[config.mk]
export PLATFORM = sky130hd
export DESIGN_NAME = ysyx_24100005_lsu
export DESIGN_NICKNAME = d
export VERILOG_FILES = /design/src/rtl/ysyx_24100005_lsu.sv
export SDC_FILE = /design/constraint.sdc
export NUM_CORES = 1
export LEC_CHECK = 0
export BUFFER_PORTS_ARGS = -buffer_cell sky130_fd_sc_hd__buf_2
export CORE_MARGIN = 5
export CORE_UTILIZATION = 40
export DETAILED_ROUTE_END_ITERATION = 10
export PLACE_DENSITY = 0.68
export SYNTH_ARGS = -nofsm -noshare
export SYNTH_HDL_FRONTEND = slang
export SYNTH_SLANG_ARGS = --single-unit
[constraint.sdc]
create_clock -name clk -period 2.2 [get_ports clk]
set_input_delay 0.11 -clock clk [delete_from_list [all_inputs] [get_ports clk]]
set_output_delay 0.11 -clock clk [all_outputs]
set_load 0.05 [all_outputs]
[src/rtl/ysyx_24100005_lsu.sv]
// Multi-cycle load/store unit: IDLE -> REQ -> RESP, req/ack bus with byte masks, extended load write-back.
// Optional misaligned-access trap: define YSYX_LSU_MISALIGN_TRAP_EN.
module ysyx_24100005_lsu #(
  parameter int ADDR_WIDTH  = 32,
  parameter int DATA_WIDTH  = 32,
  parameter int RADDR_WIDTH = 5,
  parameter int TIMEOUT_CYC = 255
) (
  input  logic                   clk,
  input  logic                   rst,
  input  logic                   in_valid,
  output logic                   in_ready,
  input  logic                   in_is_load,
  input  logic                   in_is_store,
  input  logic [2:0]             in_funct3,
  input  logic [ADDR_WIDTH-1:0]  in_addr,
  input  logic [DATA_WIDTH-1:0]  in_wdata,
  input  logic [RADDR_WIDTH-1:0] in_rd,
  output logic                   mem_req,
  output logic                   mem_we,
  output logic [ADDR_WIDTH-1:0]  mem_addr,
  output logic [DATA_WIDTH-1:0]  mem_wdata,
  output logic [3:0]             mem_wmask,
  input  logic                   mem_ack,
  input  logic [DATA_WIDTH-1:0]  mem_rdata,
  output logic                   wb_wen,
  output logic [RADDR_WIDTH-1:0] wb_waddr,
  output logic [DATA_WIDTH-1:0]  wb_wdata,
  output logic                   done,
  output logic                   err
);

  localparam int CNT_W = (TIMEOUT_CYC < 1) ? 1 : $clog2(TIMEOUT_CYC + 1);
  localparam logic [CNT_W-1:0] CNT_LAST = CNT_W'(TIMEOUT_CYC - 1);

  localparam logic [1:0] S_IDLE = 2'd0;
  localparam logic [1:0] S_REQ  = 2'd1;
  localparam logic [1:0] S_RESP = 2'd2;

  logic [1:0]             r_state;
  logic [CNT_W-1:0]       r_cnt;
  logic                   r_err;
  logic                   r_is_load;
  logic                   r_is_store;
  logic [2:0]             r_funct3;
  logic [ADDR_WIDTH-1:0]  r_addr;
  logic [DATA_WIDTH-1:0]  r_wdata;
  logic [RADDR_WIDTH-1:0] r_rd;
  logic [DATA_WIDTH-1:0]  r_rdata;

  logic                   w_accept;
  logic                   w_f3_known;
  logic                   w_misalign;
  logic                   w_illegal;
  logic [7:0]             w_ld_byte;
  logic [15:0]            w_ld_half;
  logic [DATA_WIDTH-1:0]  w_ld_ext;
  logic [DATA_WIDTH-1:0]  w_st_data;
  logic [3:0]             w_st_mask;

  assign in_ready = (r_state == S_IDLE);
  assign w_accept = in_valid & in_ready;

  always_comb begin
    w_f3_known = 1'b0;
    case (in_funct3)
      3'b000, 3'b001, 3'b010, 3'b100, 3'b101: w_f3_known = 1'b1;
      default:                                 w_f3_known = 1'b0;
    endcase
  end

`ifdef YSYX_LSU_MISALIGN_TRAP_EN
  assign w_misalign = ((in_funct3[1:0] == 2'b01) & in_addr[0]) |
                      ((in_funct3[1:0] == 2'b10) & (in_addr[1:0] != 2'b00));
`else
  // Low address bits past lane selection are simply ignored in this build.
  assign w_misalign = 1'b0;
`endif

  // Illegal ops skip the bus entirely and report through RESP with err set.
  assign w_illegal = (in_is_load == in_is_store) | ~w_f3_known |
                     (in_is_store & in_funct3[2]) | w_misalign;

  always_ff @(posedge clk) begin
    if (rst) begin
      r_state    <= S_IDLE;
      r_cnt      <= '0;
      r_err      <= 1'b0;
      r_is_load  <= 1'b0;
      r_is_store <= 1'b0;
      r_funct3   <= 3'b000;
      r_addr     <= '0;
      r_wdata    <= '0;
      r_rd       <= '0;
      r_rdata    <= '0;
    end else begin
      case (r_state)
        S_IDLE: begin
          if (w_accept) begin
            r_is_load  <= in_is_load;
            r_is_store <= in_is_store;
            r_funct3   <= in_funct3;
            r_addr     <= in_addr;
            r_wdata    <= in_wdata;
            r_rd       <= in_rd;
            r_cnt      <= '0;
            r_err      <= w_illegal;
            r_state    <= w_illegal ? S_RESP : S_REQ;
          end
        end
        S_REQ: begin
          // An ack arriving in the final allowed cycle still completes normally.
          if (mem_ack) begin
            r_rdata <= mem_rdata;
            r_state <= S_RESP;
          end else if (r_cnt == CNT_LAST) begin
            r_err   <= 1'b1;
            r_state <= S_RESP;
          end else begin
            r_cnt <= r_cnt + 1'b1;
          end
        end
        S_RESP: begin
          r_state <= S_IDLE;
          r_err   <= 1'b0;
        end
        default: r_state <= S_IDLE;
      endcase
    end
  end

  always_comb begin
    w_ld_byte = r_rdata[7:0];
    case (r_addr[1:0])
      2'b00:   w_ld_byte = r_rdata[7:0];
      2'b01:   w_ld_byte = r_rdata[15:8];
      2'b10:   w_ld_byte = r_rdata[23:16];
      default: w_ld_byte = r_rdata[31:24];
    endcase
    w_ld_half = r_addr[1] ? r_rdata[31:16] : r_rdata[15:0];
    case (r_funct3)
      3'b000:  w_ld_ext = {{24{w_ld_byte[7]}}, w_ld_byte};
      3'b100:  w_ld_ext = {24'd0, w_ld_byte};
      3'b001:  w_ld_ext = {{16{w_ld_half[15]}}, w_ld_half};
      3'b101:  w_ld_ext = {16'd0, w_ld_half};
      default: w_ld_ext = r_rdata;
    endcase
  end

  // Store data is replicated across lanes so the mask alone picks the target bytes.
  always_comb begin
    case (r_funct3[1:0])
      2'b00: begin
        w_st_data = {4{r_wdata[7:0]}};
        w_st_mask = 4'b0001 << r_addr[1:0];
      end
      2'b01: begin
        w_st_data = {2{r_wdata[15:0]}};
        w_st_mask = r_addr[1] ? 4'b1100 : 4'b0011;
      end
      default: begin
        w_st_data = r_wdata;
        w_st_mask = 4'b1111;
      end
    endcase
  end

  always_comb begin
    mem_req   = 1'b0;
    mem_we    = 1'b0;
    mem_addr  = '0;
    mem_wdata = '0;
    mem_wmask = 4'b0000;
    if (r_state == S_REQ) begin
      mem_req  = 1'b1;
      mem_we   = r_is_store;
      mem_addr = {r_addr[ADDR_WIDTH-1:2], 2'b00};
      if (r_is_store) begin
        mem_wdata = w_st_data;
        mem_wmask = w_st_mask;
      end
    end
  end

  always_comb begin
    done     = 1'b0;
    err      = 1'b0;
    wb_wen   = 1'b0;
    wb_waddr = '0;
    wb_wdata = '0;
    if (r_state == S_RESP) begin
      done = 1'b1;
      err  = r_err;
      if (!r_err && r_is_load && (r_rd != '0)) begin
        wb_wen   = 1'b1;
        wb_waddr = r_rd;
        wb_wdata = w_ld_ext;
      end
    end
  end

endmodule

Word level (Yosys, flattened, before mapping). Cells that the tools add are included.

Add/subtract/negate cells: 1. Equality and inequality tests: 19. Shifts and indexed selects: 1. Multiplexer cells: 35. Bitwise logic cells: 5. Reductions and logical operators: 17.

Operator list (number): two-way mux 32 bit (5); case mux 32 bit (4 select lines) (1); case mux 32 bit (2 select lines) (1); two-way mux 8 bit (3); case mux 8 bit (3 select lines) (1); two-way mux 16 bit (1); case mux 8 bit (2 select lines) (1); == test 3 bit, second input constant (4); two-way mux 4 bit (3); two-way mux 1 bit (10); two-way mux 5 bit (2); adder 8 x 1 -> 8 bit, second input constant (1); == test 8 bit, second input constant (1); two-way mux 2 bit (4); case mux 4 bit (2 select lines) (1); AND reduction 4 bit (2); == test 2 x 1 -> 1 bit, second input constant (3); == test 3 x 1 -> 1 bit, second input constant (2); zero test 2 bit (3); zero test 3 bit (2); != test 2 bit, second input constant (3); AND reduction 2 bit (3); nonzero test 5 bit (1); OR reduction 5 bit (1); other kinds (15) (19).

Register bits: 117. Input port bits: 110. Word-level logic and storage cells: 88.

Logic depth before layout (Yosys ltp). Gate-level depths: netlist (run 1).

Depth after elaboration: 9. Depth in mapped cells: 8.

Worst setup path after synthesis (run 1). No wires, ideal clock.

Kind: register to output. Start point: register r_state[0]. End point: output wb_wdata[15]. Data arrival time: 2.575 ns. Setup slack: -0.485 ns. Cell stages (with the launch flop): 6. Cells stage by stage: dfxtp_1 > inv_1 > ha_1 > and3b_1 > o21ai_1 > a221oi_1.

Cells in the longest elaborated chain, start to end: 2.

Ends and longest elaborated chain: start: declaration (line 40) `logic [1:0] r_state;`; start signal: assignment (line 108) `r_state <= w_illegal ? S_RESP : S_REQ;`; == test 2 bit (line 191) `if (r_state == S_RESP) begin`; two-way mux 32 bit (line 191); end: declaration (line 28) `output logic [DATA_WIDTH-1:0] wb_wdata,`.

Every way passes these cells.

Final worst setup path (run 1).
Start point: register r_state[0]. End point: output wb_wdata[26].

The elaborated chain is that of the path after synthesis.

==> results.ini, run 1 <==
[floorplan]
die_area_um2 = 16800
initial_core_util_pct = 41.1
fp-row-count = 43
core-area_um2 = 13900
die_h_um = 130
io_pins = 221
die_w_um = 130

[power]
seqPwrFrac_pct = 36.1
p_switching_mw = 1.71
finalPower_mw = 6.52
ir_worst_vdd_v = 0.000515
leakage_nw = 3.94
intPower_mw = 4.81
power_density_nw_per_um2 = 691
p_comb_share_pct = 16.4
clkPwrFrac_pct = 47.5
netSwitchingFraction_pct = 26.2

[routing]
drt_iter0_markers = 454
vias_per_cell = 5.20
wl_per_cell_um = 16.7
routed_wl_mm = 22.1
vias = 6860
first_pass_iters = 7
remaining_drc_errors = 0
drtAntennaViolNets = 0

[timing]
setup_viol = 0
finalCriticalPeriod_ns = 2.19
worstMarginPinSlew_ns = 0.630
fin_setup_tns_ns = 0
fin_crit_sh_pct = 99.5
max_freq_mhz = 457
drv_slew = 0
rsz0062_at_grt = true
fin_skew_ns = 0.00575
finalHoldViolations = 0
relSlewSlack_pct = 58.0

[cells_and_area]
final_nets = 1241
finalInstanceArea_um2 = 9430
drive_above_1_share_pct = 31.1
seq_area_um2 = 2350
fillers = 1171
area_delta_synth_final_pct = 64.8
multiInputGateArea_um2 = 3330
final_cells = 1319

[global_route]
grt_first_pass_wirelength_mm = 34.5
grt_max_degree = 59
grt_overflow = 0
antenna_found_initial = 1
grt_pass1_vias = 6944
grtUsageTotal_pct = 25.8

[placed_design]
hpwl_mm = 13.7
place_inst = 1170
portBuffers = 218
gp_congestion = 0.879
place_area_um2 = 7200

[logic_synthesis]
syn_inst = 802
yosysUniqueCellTypes = 50
yosysTopAreaCell = dfxtp_1
yosys_warnings = 0
yosysSeqAreaShare_pct = 40.9
synth_top_cell_area_share_pct = 40.9
synth_edf_count = 0
synthFlopType = dfxtp_1
ys_ff_latch = 117
avgSynthCellArea_um2 = 7.14
syn-cell-area_um2 = 5720
ys_top_cells_by_area = dfxtp_1, nand2_1, a21oi_1, and2_1, mux2i_1
synthArstFlopShare_pct = 0

[min_path]
worst_hold_startpoint = in_valid
hp-class = input port to register

[clocking]
cts_tree = done
cts_buffer_depth = 2
ctsHtreeMaxLevel = 4
cts_buffers = 17
cts_sinks = 117
path_clk_slew_ns = 0.05
insertion_delay_ns = 0.41
clock-root-buffer = clkbuf_16

[setup_path]
critPathLaunch = r_state[0]
endpoint_kind = output port
critPathLaunchType = register
required_ns = 2.09
criticalPathCategory = register to output port
reg2reg_from = r_state[0]
path_max_fanout = 8
critPathArrivalTime_ns = 2.08

[run_status]
status = completed

[job]
max_cap_violations = 0

-- layout by cell type (no fill, tap or decap), types with 3 or more instances in the layout --
master / count
dfxtp_1: 110
dfxtp_2: 7
clkbuf_8: 3
a21oi_1: 138
nor3_1: 5
ha_1: 4
dlygate4sd3_1: 106
clkinv_2: 3
nand2_1: 242
buf_6: 26
buf_4: 41
nand3_1: 5
a22oi_1: 13
mux2i_1: 22
and2_1: 36
buf_12: 7
inv_1: 26
nor2_2: 9
bufinv_16: 5
o41ai_1: 3
a21oi_2: 18
o21ai_0: 4
a21oi_4: 7
clkbuf_16: 18
nor2_1: 26
buf_2: 177
and3_1: 8
or3_1: 7
-- per-layer routing --
| layer | global-route usage, % | share of wire [%] | up-vias |
|---|---|---|---|
| li1 | - | - | 3323 |
| met4 | 13.3 | 4.3 | 0 |
| met5 | 0 | 0 | - |
| met1 | 30.6 | 40 | 3133 |
| met2 | 42.6 | 48 | 334 |
| met3 | 7.21 | 8.1 | 70 |
-- what timing repair did --
action,in CTS,in global routing
endpoints found under the hold margin,106,0
endpoints found under the setup margin,61,62
hold buffers,106,0
pin swaps,2,4
cloned,1,1
gates resized for setup,76,41
buffers inserted,6,2
-- cell usage after synthesis (all sizes together), types with 2 or more instances --
master	count
a21oi	163
a22oi	13
a31oi	2
and2	38
and3	8
and3b	2
buf	15
clkbuf	45
dfxtp	117
ha	6
inv	28
mux2i	23
nand2	244
nand2b	2
nand3	6
nor2	35
nor2b	3
nor3	6
o21ai	8
o311ai	2
o31ai	2
o41ai	3
or3	7
or4	3
-- logic make-up after synthesis --
group                    synth area share [%]
buffers and inverters                    6.08
AO/OA/AOI/OAI                            19.4
multiplexers                             4.61
flip-flops                               40.9
adder cells (fa/ha/maj)                  1.31
other                                  0.0655
XOR/XNOR                                0.153
AND/OR/NAND/NOR                          27.4
-- through the flow --
step | hold slack [ns] | utilization [%] | setup slack (ns)
6_report | 0.146 | 67.7 | 0.0119
4_1_cts | 0.137 | 66.4 | -0.0365
2_1_floorplan | 0.246 | - | -0.423
5_1_grt | 0.202 | 67.7 | -0.0594
3_5_place_dp | 0.356 | 51.7 | 0.0946
3_3_place_gp | 0.350 | 51.7 | 0.165
-- power groups by stage --
stage          combinational, mW  sequential, mW  clock, mW
2_1_floorplan              0.570            2.35          0
3_3_place_gp               0.844            2.38          0
3_5_place_dp               0.854            2.39          0
4_1_cts                     1.03            2.34       3.15
5_1_grt                     1.17            2.37       3.25
6_report                    1.07            2.35       3.10
-- path summary, 6_finish.rpt --
path / slack (ns) / cells past startpoint / endpoint
max: 0.01 / 8 / wb_wdata[26]
min: 0.15 / 4 / r_state[1]
max reg2reg: 0.09 / 6 / r_cnt[6]
min reg2reg: 0.45 / 2 / r_addr[25]
-- worst max-delay path: stages, from the launching register on --
cell and delay (ns):
dfxtp_2 0.35, inv_2 0.10, ha_4 0.15, and3b_2 0.24, o21ai_4 0.10, buf_12 0.14
a31o_4 0.28, a21oi_4 0.15, buf_6 0.17
-- final cells by class --
type | count | share of cell area, %
antenna | 1 | 0.0265
inverter | 28 | 1.11
multi-input combinational | 599 | 35.3
tap | 180 | 2.39
sequential | 117 | 24.9
clock buffer | 20 | 4.95
timing repair buffer | 362 | 29.2
clock inverter | 12 | 2.10
-- registers in the layout (all words and copies together), names as in the netlist --
signal and cells:
r_state 2, r_is_load 1, r_addr 32, r_rdata 32, r_err 1, r_cnt 8
r_is_store 1, r_funct3 3, r_rd 5, r_wdata 32
Power figures use the tool's default switching activity.
==> run 2: changes to the inputs <==
--- a/config.mk
+++ b/config.mk
@@ -8,6 +8,7 @@
 export BUFFER_PORTS_ARGS = -buffer_cell sky130_fd_sc_hd__buf_2
 export CORE_MARGIN = 5
 export CORE_UTILIZATION = 40
+export CTS_BUF_LIST = sky130_fd_sc_hd__clkbuf_16
 export DETAILED_ROUTE_END_ITERATION = 10
 export PLACE_DENSITY = 0.68
 export SYNTH_ARGS = -nofsm -noshare
==> results.ini, run 2 (synthesized netlist as in run 1, its figures left out) <==
[timing]
finalHoldViolations = 0
layout_setup_ws_ns = 0.00155
hold_ws_ns = 0.146
drv_slew = 0
fin_skew_ns = 0.00584
fin_crit_sh_pct = 99.9
worstMarginPinSlew_ns = 0.630
setup_viol = 0
relSlewSlack_pct = 58.0
fin_setup_tns_ns = 0
finalCriticalPeriod_ns = 2.20
rsz0062_at_grt = true
max_freq_mhz = 455

[floorplan]
core-area_um2 = 13900
die_h_um = 130
initial_core_util_pct = 41.1
fp-row-count = 43
io_pins = 221
die_area_um2 = 16800
die_w_um = 130

[clocking]
path_clk_slew_ns = 0.05
cts_sinks = 117
clock-root-buffer = clkbuf_16
insertion_delay_ns = 0.41
cts_buffer_depth = 2
ctsHtreeMaxLevel = 4
cts_buffers = 17
cts_tree = done

[placed_design]
place_area_um2 = 7200
dpl_worst_slack_ns = 0.0946
portBuffers = 218
place_inst = 1170
gp_congestion = 0.879
hpwl_mm = 13.7

[global_route]
grtUsageTotal_pct = 25.6
grt_first_pass_wirelength_mm = 34.3
grt_max_degree = 59
grt_pass1_vias = 6956
grt_overflow = 0
antenna_found_initial = 1

[min_path]
hp-class = input port to register
holdPathStages = 4

[job]
max_cap_violations = 0

[routing]
met3WireLength_mm = 1.79
drt_iter0_markers = 431
wl_per_cell_um = 16.7
top_layer_used = met4
wl_met1_mm = 8.83
vias = 6878
first_pass_iters = 5
drtAntennaViolNets = 0
dr_wl_met2_mm = 10.5
vias_per_cell = 5.21
routed_wl_mm = 22.1
remaining_drc_errors = 0

[power]
p_comb_share_pct = 16.7
leakage_nw = 3.92
power_density_nw_per_um2 = 682
netSwitchingFraction_pct = 26.6
clkPwrFrac_pct = 46.6
ir_worst_vdd_v = 0.000504
finalPower_mw = 6.41
intPower_mw = 4.71
p_switching_mw = 1.70
seqPwrFrac_pct = 36.7

[cells_and_area]
fillers = 1182
final_nets = 1241
postLayoutCoreUtil_pct = 67.4
multiInputGateArea_um2 = 3320
drive_above_1_share_pct = 30.8
layout_common_cells = nand2_1, buf_2, a21oi_1
area_delta_synth_final_pct = 64.1
finalInstanceArea_um2 = 9390
final_cells = 1319
largestRegisters = r_addr x32, r_rdata x32, r_wdata x32
seq_area_um2 = 2350
final_common_cell = nand2_1

[setup_path]
path_max_fanout = 8
criticalPathCategory = register to output port
critPathLaunchType = register
critPathArrivalTime_ns = 2.09
required_ns = 2.09
endpoint_kind = output port
rr_worst_depth = 6

[run_status]
status = completed

## run 2: changes by cell type in the layout (fill, tap and decap cells not counted), sizes merged
cell / before / now
clkinv: 3 / 6
buf: 253 / 252
clkbuf: 23 / 21
## run 2: cell type report
cell class | instances | area share (%)
Tap cell | 180 | 2.40
Antenna cell | 1 | 0.0266
Clock inverter | 15 | 2.22
Multi-Input combinational cell | 599 | 35.4
Clock buffer | 17 | 4.53
Timing Repair Buffer | 362 | 29.3
Sequential cell | 117 | 25.0
Inverter | 28 | 1.12
## run 2: repair_timing
item | 4_1_cts | 5_1_grt
endpoints found under the setup margin | 61 | 62
hold buffers | 106 | 0
resized for setup | 76 | 38
cloned | 1 | 1
hold endpoints to repair | 106 | 0
buffers inserted | 6 | 2
pin swaps | 2 | 4
## run 2: path summary, 6_finish.rpt
path / startpoint / end / slack (ns)
min: in_valid / r_state[1] / 0.15
max reg2reg: r_state[0] / r_cnt[6] / 0.10
min reg2reg: r_addr[25] / r_addr[25] / 0.45
max: r_state[0] / wb_wdata[30] / 0.002
## run 2: power groups by stage
stage | Sequential [mW] | Combinational (mW) | Clock (mW)
finish | 2.36 | 1.07 | 2.99
global route | 2.37 | 1.17 | 3.14
CTS | 2.34 | 1.03 | 3.04
detailed placement | 2.39 | 0.854 | 0
global placement | 2.38 | 0.844 | 0
floorplan | 2.35 | 0.570 | 0
## run 2: worst max-delay path: stages (launching register included)
cell     delay, ns
dfxtp_2       0.35
inv_2         0.10
ha_4          0.15
and3b_2       0.24
o21ai_4       0.10
buf_12        0.14
a31o_4        0.28
a21oi_2       0.16
buf_6         0.18
## run 2: metal layers
metal | vias up | global-route usage, %
li1 | 3321 | -
met1 | 3165 | 30.5
met2 | 315 | 42.0
met3 | 77 | 7.30
met4 | 0 | 13.6
met5 | - | 0
